**config.mk**
```make
export PLATFORM = sky130hd
export DESIGN_NAME = cook_timer
export DESIGN_NICKNAME = d
export VERILOG_FILES = /design/src/rtl/cook_timer.sv
export SDC_FILE = /design/constraint.sdc
export NUM_CORES = 1
export LEC_CHECK = 0
export ABC_CLOCK_PERIOD_IN_PS = 9950
export CAP_MARGIN = 25
export CORE_UTILIZATION = 30
export DETAILED_ROUTE_END_ITERATION = 10
export GPL_TIMING_DRIVEN = 0
export PLACE_DENSITY = 0.57
export REMOVE_ABC_BUFFERS = 1
export SYNTH_ARGS = -nofsm -noshare
export SYNTH_HDL_FRONTEND = slang
export SYNTH_SLANG_ARGS = --single-unit
```
**constraint.sdc**
```tcl
create_clock -name clk -period 9.95 [get_ports clk]
set_input_delay 1.99 -clock clk [delete_from_list [all_inputs] [get_ports clk]]
set_output_delay 1.99 -clock clk [all_outputs]
set_load 0.01 [all_outputs]
```
**src/rtl/cook_timer.sv**
```systemverilog
// Microwave keypad front end and cook countdown.
// Countdown advances only while the controller reports heat.
module cook_timer #(
  parameter int TICK_DIV = 1000,
  parameter int ADD_SEC  = 30,
  parameter int MAX_SEC  = 5999
) (
  input  logic        clk,
  input  logic        rst,
  input  logic        key_add,
  input  logic        key_start,
  input  logic        key_stop,
  input  logic        door,
  input  logic        heat,
  input  logic        bell,
  output logic        start,
  output logic        finish,
  output logic        running,
  output logic [12:0] remaining,
  output logic [6:0]  minutes,
  output logic [5:0]  seconds
);

  localparam int PW = $clog2(TICK_DIV);
  localparam logic [13:0] ADD = 14'(ADD_SEC);
  localparam logic [13:0] MAX = 14'(MAX_SEC);

  typedef enum logic [1:0] {
    IDLE,
    ARMED,
    RUN,
    DONE
  } state_t;

  state_t        state_q, state_d;
  logic [12:0]   rem_d;
  logic [PW-1:0] pre_q, pre_d;
  logic          start_d;
  logic          tick;
  logic          go;
  logic          any_add;

  function automatic logic [12:0] sat(input logic [13:0] x);
    return (x > MAX) ? MAX[12:0] : x[12:0];
  endfunction

  assign tick    = heat && (pre_q == PW'(TICK_DIV - 1));
  assign go      = key_start && !door && !bell;
  assign any_add = key_add || key_start;

  always_comb begin
    state_d = state_q;
    rem_d   = remaining;
    pre_d   = pre_q;
    start_d = 1'b0;
    unique case (state_q)
      IDLE: begin
        if (!key_stop) begin
          if (go) begin
            rem_d   = sat(ADD);
            start_d = 1'b1;
            pre_d   = '0;
            state_d = RUN;
          end else if (key_add) begin
            rem_d   = sat(ADD);
            state_d = ARMED;
          end
        end
      end
      ARMED: begin
        if (key_stop) begin
          rem_d   = '0;
          state_d = IDLE;
        end else begin
          if (key_add)
            rem_d = sat({1'b0, remaining} + ADD);
          if (go) begin
            start_d = 1'b1;
            pre_d   = '0;
            state_d = RUN;
          end
        end
      end
      RUN: begin
        if (key_stop) begin
          rem_d   = '0;
          state_d = DONE;
        end else begin
          if (heat)
            pre_d = tick ? '0 : pre_q + PW'(1);
          // remaining is at least 1 here, so the decrement never wraps
          rem_d = sat({1'b0, remaining} - 14'(tick)
                      + (any_add ? ADD : 14'd0));
          if (rem_d == 13'd0)
            state_d = DONE;
        end
      end
      DONE: begin
        if (bell)
          state_d = IDLE;
      end
      default: state_d = IDLE;
    endcase
  end

  always_ff @(posedge clk or posedge rst) begin
    if (rst) begin
      state_q   <= IDLE;
      remaining <= '0;
      pre_q     <= '0;
      start     <= 1'b0;
      finish    <= 1'b0;
      running   <= 1'b0;
    end else begin
      state_q   <= state_d;
      remaining <= rem_d;
      pre_q     <= pre_d;
      start     <= start_d;
      finish    <= (state_d == DONE);
      running   <= (state_d == RUN);
    end
  end

  assign minutes = 7'(remaining / 13'd60);
  assign seconds = 6'(remaining % 13'd60);

endmodule

```
# Word-level counts from Yosys, hierarchy flattened
# Index checks and enable logic that the tools add are counted.
totals:
  reg_bits: 28
  in_bits: 8
  out_inout_bits: 29
  wordCells: 68
op_classes:
  addsub: 4
  div_mod_pow: 2
  order_cmp: 2
  eq_ne: 13
  n_mux: 28
  n_reduce_logical: 13
op_table:
  columns: ["op", "count"]
  rows:
  - ["$mux W13", 8]
  - ["$mux W10", 5]
  - ["$pmux W13 S3", 1]
  - ["$gt A14 B13 Y1 const B", 2]
  - ["$pmux W10 S2", 1]
  - ["$mux W2", 8]
  - ["$add A13 B5 Y14 const B", 1]
  - ["$add A14 B5 Y14", 1]
  - ["$sub A13 B1 Y14", 1]
  - ["$div A13 B6 Y13 const B", 1]
  - ["$logic_not A13 Y1", 1]
  - ["$mod A13 B6 Y13 const B", 1]
  - ["$add A10 B1 Y10 const B", 1]
  - ["$eq A10 B10 Y1 const B", 1]
  - ["$eq A2 B2 Y1 const B", 4]
  - ["$ne A2 B2 Y1 const B", 4]
  - ["$pmux W2 S4", 1]
  - ["$ne A3 B3 Y1 const B", 2]
  - ["$mux W5", 1]
  - ["$reduce_and A5 Y1", 1]
  - ["$reduce_and A4 Y1", 1]
  - ["$logic_and A1 B1 Y1", 3]
  - ["$mux W1", 3]
  - ["$reduce_bool A3 Y1", 1]
  - ["7 further kinds", 8]

# Depth between registers and ports, before layout
# Gate-level depths: netlist (run 1).
depth:
  depth_word: 11
  mapped_depth: 29
  depth_no_buf: 26

# Least setup slack after synthesis (run 1)
# No wires, ideal clock.
synth_path:
  path_type: "register to output"
  from: "register remaining[7]"
  to: "output seconds[2]"
  arrival_ns: 6.790
  required_time_ns: 7.960
  setup_slack_ns: 1.170
  stages_incl_launch_ff: 24
  path_buffers: 2
  cell_sequence: "dfrtp_1 > clkbuf_1 > inv_1 > ha_1 > or4b_4 > nor3_1 > nor2_2 > a211o_1 > or3_1 > a21oi_1 > mux2i_1 > nand2_1 > a221o_1 > and2_1 > a2111o_1 > xnor2_1 > buf_4 > a41oi_2 > and3b_1 > or3b_1 > a221o_1 > a311o_1 > or2_4 > a21oi_2"
synth_via:
  elab_chain_len: 1
synth_lines:
  columns: ["element", "line", "source"]
  rows:
  - ["start: declaration", "19", "output logic [12:0] remaining,"]
  - ["start signal: assignment", "116", "remaining <= rem_d;"]
  - ["$mod A13 B6 Y13", "125", "assign seconds = 6'(remaining % 13'd60);"]
  - ["end: declaration", "21", "output logic [5:0] seconds"]
# No other way between the ends.

# Worst setup path in the final report (run 1)
layout_path:
  from: "register remaining[6]"
  to: "output seconds[2]"
# Same word-level chain as after synthesis.

==> impl_metrics.csv, run 1 <==
group,metric,value,unit
global_routing,grt_first_pass_wirelength,27350,um
clock_tree,numCtsBuffers,3,
hold_path,hold_path_class,"register to register",
logic_synthesis,ys_ff_latch,28,
routing,drtAntennaViolNets,0,
critical_path,path_max_fanout,13,
clock_tree,clock_latency,0.27,ns
cells_and_area,layout-drive-gt1-share,16.60,%
clock_tree,tritoncts,"yes",
logic_synthesis,synth_cell_types,109,
cells_and_area,diodes,0,
critical_path,path_delay_family,"compound AO/OA/AOI/OAI gates",
logic_synthesis,syn_avg_cell_area,7.363,sq um
power,p_sw,1.060,mW
power,finalPower,1.956,mW
critical_path,crit_chain,"clkinv_2 > ha_1 > or4b_4 > o21a_1 > nor2_4 > a211oi_4 > buf_4 > a211o_4 > o211ai_1 > mux2_2 > o211a_4 > a311oi_2 > or2_4 > nor2_1 > a2111o_1 > xnor2_4 > a41oi_4 > and3b_1 > or3b_1 > a221o_1 > a311o_1 > or2_4 > a21oi_2 > clkdlybuf4s50_1",
critical_path,crit_slowest_cell,"or4b_4",
global_routing,track_usage,16.76,%
cells_and_area,final_area,6591,sq um
clock_tree,cts_sinks,28,
clock_tree,clock_path_buffers,2,
sta,maxSlewViolCount,0,
sta,timing.final.crit_period,9.560,ns
power,p_seq_share,10.7,%
sta,relSlewSlack,35.87,%
sta,timing.final.crit_share,96.08,%
floorplan,die_area,19050,sq um
power,vdd.ir_drop.worst,0.0001235,V
clock_tree,ctsHoldBuffers,0,
clock_tree,htreeDepth,1,
logic_synthesis,synth_edf_count,0,
routing,drt-total-wl,16820,um
cells_and_area,multiInputGateArea,4723,sq um
critical_path,end_kind,"primary output",
logic_synthesis,yosysSeqAreaShare,12.62,%
floorplan,io_pins,37,
critical_path,crit_path_start_kind,"register",
logic_synthesis,synthCells,754,
run,cap_violations,0,
power,internal_power,0.8959,mW
outcome,status,"finished, final reports clean",
clock_tree,cts.clk_slew.worst_paths,0.08,ns
cells_and_area,ff_latch_area,711.9,sq um
placement,place_area,6036,sq um
floorplan,core-area,18020,sq um
cells_and_area,fill_cells,1921,
power,comb_power_share,83.0,%
global_routing,grt_start_max_net_pins,23,
logic_synthesis,ys_warn_count,0,
placement,hpwl,12750,um
logic_synthesis,synthTopCellsByArea,"dfrtp_1 (13%), ha_1 (9.0%), nand2_1 (5.1%)",
critical_path,cpPeakStageDelay,0.54,ns
sta,clock_skew,0.009939,ns
global_routing,grt.overflow.total,0,
logic_synthesis,synthesis.area,5552,sq um
floorplan,start_util,30.80,%
routing,drt_iter0_markers,342,
sta,worst_pin_slew,0.9546,ns
global_routing,grt_pass1_vias,5389,
floorplan,die_w,138.0,um
logic_synthesis,synth_flop_cell,"dfrtp_1",
critical_path,critical_path_buf_inv_count,3,
logic_synthesis,synth_common_cells,"nand2_1 (75), nor2_1 (54), o21ai_0 (51)",
placement,io_buffers,36,
sta,setup_viol,0,
routing,wire_per_inst,16.62,um
sta,timing.fmax,104.6,MHz
critical_path,setup.worst_path.class,"register to primary output",
placement,place.gp.congestion,0.9146,
routing,drc,0,
critical_path,crit_arrival,7.57,ns
power,power_frac_clock,6.3,%
routing,drt_first_pass_iters,5,
power,swShare,54.19,%
logic_synthesis,synth_top_area_share,12.62,%
logic_synthesis,ys_async_sr_fraction,100.0,%
routing,routed_via_density,5.755,
sta,hold_viol_final,0,
cells_and_area,syn2layout_area_growth,18.73,%
logic_synthesis,yosysMostFrequentCell,"nand2_1",
critical_path,cp_common_cell,"or2_4",
routing,detailroute.via_count,5824,
global_routing,antenna_found_initial,0,
clock_tree,root_buffer,"clkbuf_16",
floorplan,placementRows,49,
power,leakage,2.514,nW
critical_path,cp.required,7.96,ns
power,p_per_area,296.7,nW/um^2
cells_and_area,num-nets-final,833,
sta,whs,0.5045,ns
logic_synthesis,synth_top_area_cell,"dfrtp_1",
floorplan,die_y,138.0,um
==> placed cells by master (no fill, tap or decap), types with 21 or more instances in the layout <==
cell             instances
nand2_1                 74
nor2_1                  53
o21ai_0                 51
a21oi_1                 48
inv_1                   42
ha_1                    37
clkdlybuf4s50_1         36
nand3_1                 27
nor3_1                  27
xnor2_1                 27
buf_4                   23
dfrtp_1                 21
==> per-layer routing <==
| metal | vias to the layer above | global-route usage, % | wire (um) |
|---|---|---|---|
| met5 | - | 0 | 0 |
| met2 | 159 | 28.87 | 8050 |
| met1 | 2768 | 23.32 | 7997 |
| met4 | 0 | 3.065 | 197 |
| li1 | 2879 | - | - |
| met3 | 18 | 0.6928 | 572 |
==> worst register-to-register path: stages, from the launching register on <==
cell	delay, ns
dfrtp_1	0.85
clkinv_1	0.56
ha_1	0.45
inv_1	0.04
ha_1	0.32
a21o_1	0.20
a21oi_1	0.22
inv_1	0.07
a21oi_1	0.19
o21bai_1	0.12
a21oi_1	0.18
nor2_1	0.07
o21a_1	0.18
nor2_1	0.09
nor2_1	0.06
o21a_1	0.18
o21ai_0	0.15
nand2b_1	0.09
xnor2_1	0.22
o211ai_1	0.16
o41ai_1	0.45
a22oi_1	0.13
o21ai_0	0.31
and2_1	0.18
==> state kept, by name, indices dropped and copies added (netlist names) <==
signal     count
finish         1
state_q        2
running        1
start          1
pre_q         10
remaining     13
==> final cells by class <==
cell class | count | share of cell area, %
Multi-Input combinational cell | 642 | 71.66
Sequential cell | 28 | 10.80
Timing Repair Buffer | 61 | 8.808
Tap cell | 229 | 4.347
Inverter | 48 | 2.790
Clock buffer | 3 | 1.139
Clock inverter | 1 | 0.4556
==> through the flow <==
step	utilization, %	setup WS (ns)	cells	TNS, ns
6_report	36.57	0.3900	1012	0
5_1_grt	36.57	-0.008907	1012	-0.008907
4_1_cts	34.67	0.03621	992	0
3_5_place_dp	33.49	-0.8408	984	-3.898
3_3_place_gp	33.33	-0.8566	983	-3.992
2_1_floorplan	-	0.8921	718	0
==> power groups by stage <==
stage	logic [mW]	clock network, mW	registers (mW)
floorplan	1.07	0	0.206
global route	1.78	0.130	0.216
detailed placement	1.50	0	0.222
global placement	1.49	0	0.221
finish	1.62	0.123	0.210
CTS	1.53	0.125	0.219
==> timing repair <==
action                     CTS  global route
pin swaps                    1             9
setup endpoints to repair    6             5
gates resized for setup     19            40
gates cloned                 0             0
buffers inserted             4            20
==> final timing paths <==
kind / startpoint / end / slack (ns) / depth (start not counted)
min reg2reg: pre_q[4] / pre_q[4] / 0.50 / 1
min: pre_q[4] / pre_q[4] / 0.50 / 1
min in group asynchronous: rst / pre_q[5] / 2.06 / 2
max reg2reg: remaining[3] / finish / 4.43 / 23
max in group asynchronous: rst / remaining[5] / 7.39 / 3
max: remaining[6] / seconds[2] / 0.39 / 24
==> kinds of logic after synthesis <==
| group | Yosys count | synth area share, % |
|---|---|---|
| and+or+nand+nor | 278 | 25.83 |
| AOI/OAI and AO/OA | 273 | 37.03 |
| buffers and inverters | 84 | 6.716 |
| adders and majority gates | 41 | 9.376 |
| xor gates and xnor gates | 37 | 5.973 |
| DFF | 28 | 12.62 |
| muxes | 13 | 2.457 |
Note: power is estimated with default switching activity, not from simulation.
==> run 2: changes to the inputs <==
--- a/config.mk
+++ b/config.mk
@@ -15,3 +15,4 @@
 export SYNTH_ARGS = -nofsm -noshare
 export SYNTH_HDL_FRONTEND = slang
 export SYNTH_SLANG_ARGS = --single-unit
+export TNS_END_PERCENT = 30
==> results of run 2 <==
Same layout as run 1: the final DEF is identical, and so are final timing and power.
==> run 3: changes to the inputs <==
--- a/config.mk
+++ b/config.mk
@@ -5,7 +5,7 @@
 export SDC_FILE = /design/constraint.sdc
 export NUM_CORES = 1
 export LEC_CHECK = 0
-export ABC_CLOCK_PERIOD_IN_PS = 9950
+export ABC_CLOCK_PERIOD_IN_PS = 12300
 export CAP_MARGIN = 25
 export CORE_UTILIZATION = 30
 export DETAILED_ROUTE_END_ITERATION = 10
==> constraint.sdc (replaced) <==
create_clock -name clk -period 12.3 [get_ports clk]
set_input_delay 2.46 -clock clk [delete_from_list [all_inputs] [get_ports clk]]
set_output_delay 2.46 -clock clk [all_outputs]
set_load 0.01 [all_outputs]
==> run 3 against run 2 <==
Compared with the run above: via count down 3.0%; clock skew about the same; critical path depth down 1; sequential cell count unchanged; sequential power down 15%; setup slack better by 0.59 ns; sequential share of layout area up 0.59 points; worst hold slack about the same; total power down 23%; first-iteration DRC count up 3.8%; design area down 6.7%; utilization down 2.5 points.
==> impl_metrics.csv, run 3 (synthesis gave the netlist of run 1 again) <==
group,metric,value,unit
critical_path,crit_slowest_cell,"a2111oi_1",
critical_path,path_delay_family,"compound AO/OA/AOI/OAI gates",
cells_and_area,reg_top3,"remaining: 13 flops, pre_q: 10 flops, state_q: 2 flops",
clock_tree,cts_sinks,28,
run,cap_violations,0,
floorplan,io_pins,37,
routing,detailroute.via_count,5647,
critical_path,cp.required,9.84,ns
cells_and_area,syn2layout_area_growth,10.75,%
clock_tree,tritoncts,"yes",
clock_tree,cts.clk_slew.worst_paths,0.08,ns
global_routing,grt_first_pass_wirelength,27250,um
critical_path,crit_path_start_kind,"register",
floorplan,die_w,138.0,um
critical_path,timing.rr.start,"remaining[3]",
outcome,status,"finished, final reports clean",
critical_path,crit_arrival,8.86,ns
critical_path,path_max_fanout,15,
cells_and_area,final_cell_mix,"nand2_1 (75), nor2_1 (54), o21ai_0 (51)",
critical_path,reg2reg_setup_slack,6.85,ns
routing,drtAntennaViolNets,0,
global_routing,antenna_found_initial,0,
cells_and_area,final_common_cell,"nand2_1",
sta,clock_skew,0.009877,ns
floorplan,die_area,19050,sq um
floorplan,placementRows,49,
global_routing,track_usage,16.67,%
critical_path,cpPeakStageDelay,0.89,ns
placement,place_area,6036,sq um
placement,hpwl,12750,um
critical_path,rr_worst_depth,23,
sta,relSlewSlack,33.55,%
global_routing,use_met3,0.5888,%
cells_and_area,largest_reg_flops,13,
critical_path,critical_path_buf_inv_count,3,
power,comb_power_share,81.6,%
power,p_per_area,244.9,nW/um^2
critical_path,setup.worst_path.class,"register to primary output",
routing,wire_per_inst,16.56,um
clock_tree,postCtsSetupBuffers,0,
power,power_frac_clock,6.6,%
sta,maxSlewViolCount,0,
floorplan,core-area,18020,sq um
hold_path,hold_path_class,"register to register",
hold_path,holdPathStages,1,
sta,hold_viol_final,0,
routing,drt_iter0_markers,355,
critical_path,end_kind,"primary output",
cells_and_area,top_register,"remaining",
sta,rsz0062_at_grt,"no",
clock_tree,numCtsBuffers,3,
cells_and_area,layout-drive-gt1-share,8.300,%
power,swShare,54.97,%
floorplan,die_y,138.0,um
critical_path,reg2reg_to,"finish",
power,p_sw,0.8278,mW
power,vdd.ir_drop.worst,0.00009940,V
power,p_seq_share,11.8,%
routing,routed_via_density,5.716,
cells_and_area,final_area,6148,sq um
clock_tree,root_buffer,"clkbuf_16",
cells_and_area,num-nets-final,809,
hold_path,whs_endpoint,"pre_q[4]",
floorplan,start_util,30.80,%
sta,timing.final.crit_period,11.32,ns
global_routing,grt_pass1_vias,5351,
routing,drt-total-wl,16370,um
sta,timing.final.crit_share,92.05,%
global_routing,grt-busiest-layer,"met2",
global_routing,grt_start_max_net_pins,23,
global_routing,use_met1,23.39,%
sta,tns,0,ns
hold_path,min_from,"pre_q[4]",
power,leakage,2.327,nW
critical_path,crit_chain,"clkinv_1 > ha_1 > or4b_4 > nor3_1 > nor2_2 > a211oi_4 > a21oi_1 > o21a_4 > a21oi_4 > inv_4 > a21oi_2 > o211ai_1 > and2_1 > a2111oi_1 > a211oi_2 > a2111o_1 > a21oi_1 > or3b_1 > a221o_1 > a311o_1 > or2_4 > a21oi_2 > clkdlybuf4s50_1",
sta,timing.fmax,88.32,MHz
sta,worst_pin_slew,0.9968,ns
clock_tree,clock_path_buffers,2,
placement,place.gp.congestion,0.9146,
power,internal_power,0.6781,mW
placement,io_buffers,36,
global_routing,use_met2,28.71,%
clock_tree,clock_latency,0.27,ns
cells_and_area,diodes,0,
routing,drc,0,
sta,setup_viol,0,
global_routing,grt.overflow.total,0,
routing,drt_first_pass_iters,5,
clock_tree,htreeDepth,1,
run 3: repair_timing:
action | CTS | global route
hold buffers | 0 | 0
hold endpoints to repair | 0 | 0
endpoints found under the setup margin | 0 | 1
resized for setup | 0 | 1
run 3: worst reg2reg max path: cells and delay by family, from the launching register on:
kind | cells | cell delay (ns)
AO/OA/AOI/OAI | 12 | 2.45
XOR/XNOR | 1 | 0.22
AND/OR/NAND/NOR | 5 | 0.49
flip-flops | 1 | 0.82
adder cells (fa/ha/maj) | 2 | 0.76
buffers and inverters | 3 | 0.64
run 3: metrics by stage:
stage	setup slack [ns]	hold WS (ns)	power [mW]	std cells	utilization, %
2_1_floorplan	2.772	0.4677	1.030	718	-
4_1_cts	0.7304	0.5078	1.497	988	34.07
6_report	0.9775	0.5045	1.506	988	34.11
3_5_place_dp	1.039	0.4917	1.391	984	33.49
5_1_grt	0.2817	0.5353	1.641	988	34.11
3_3_place_gp	1.023	0.4938	1.386	983	33.33
run 3: how the worst max path moves through the flow:
stage,slack [ns],depth (start not counted),to,start
final,0.98,23,seconds[2],remaining[6]
after global routing,0.28,22,seconds[4],remaining[6]
after CTS,0.73,22,seconds[2],remaining[6]
after detailed placement,1.04,22,seconds[2],remaining[6]
after global placement,1.02,23,seconds[4],remaining[6]
after floorplan,2.77,21,seconds[2],remaining[6]
run 3: layer usage:
metal | part of all wire [%] | vias up
met5 | 0 | -
met4 | 1.1 | 0
met3 | 3.3 | 16
met2 | 47 | 146
met1 | 48 | 2652
li1 | - | 2833
run 3: final cells by class:
type                            instances  area (sq um)
Clock inverter                          1         30.03
Clock buffer                            3         75.07
Timing Repair Buffer                   37         387.9
Multi-Input combinational cell        642          4486
Fill cell                            1960         11880
Tap cell                              229         286.5
Sequential cell                        28         700.7
Inverter                               48         182.7
run 3: power by group through the flow:
| stage | Combinational, mW | Clock [mW] | Sequential, mW |
|---|---|---|---|
| global placement | 1.21 | 0 | 0.179 |
| CTS | 1.22 | 0.101 | 0.178 |
| detailed placement | 1.21 | 0 | 0.180 |
| global route | 1.35 | 0.105 | 0.185 |
| floorplan | 0.863 | 0 | 0.167 |
| finish | 1.23 | 0.0997 | 0.178 |
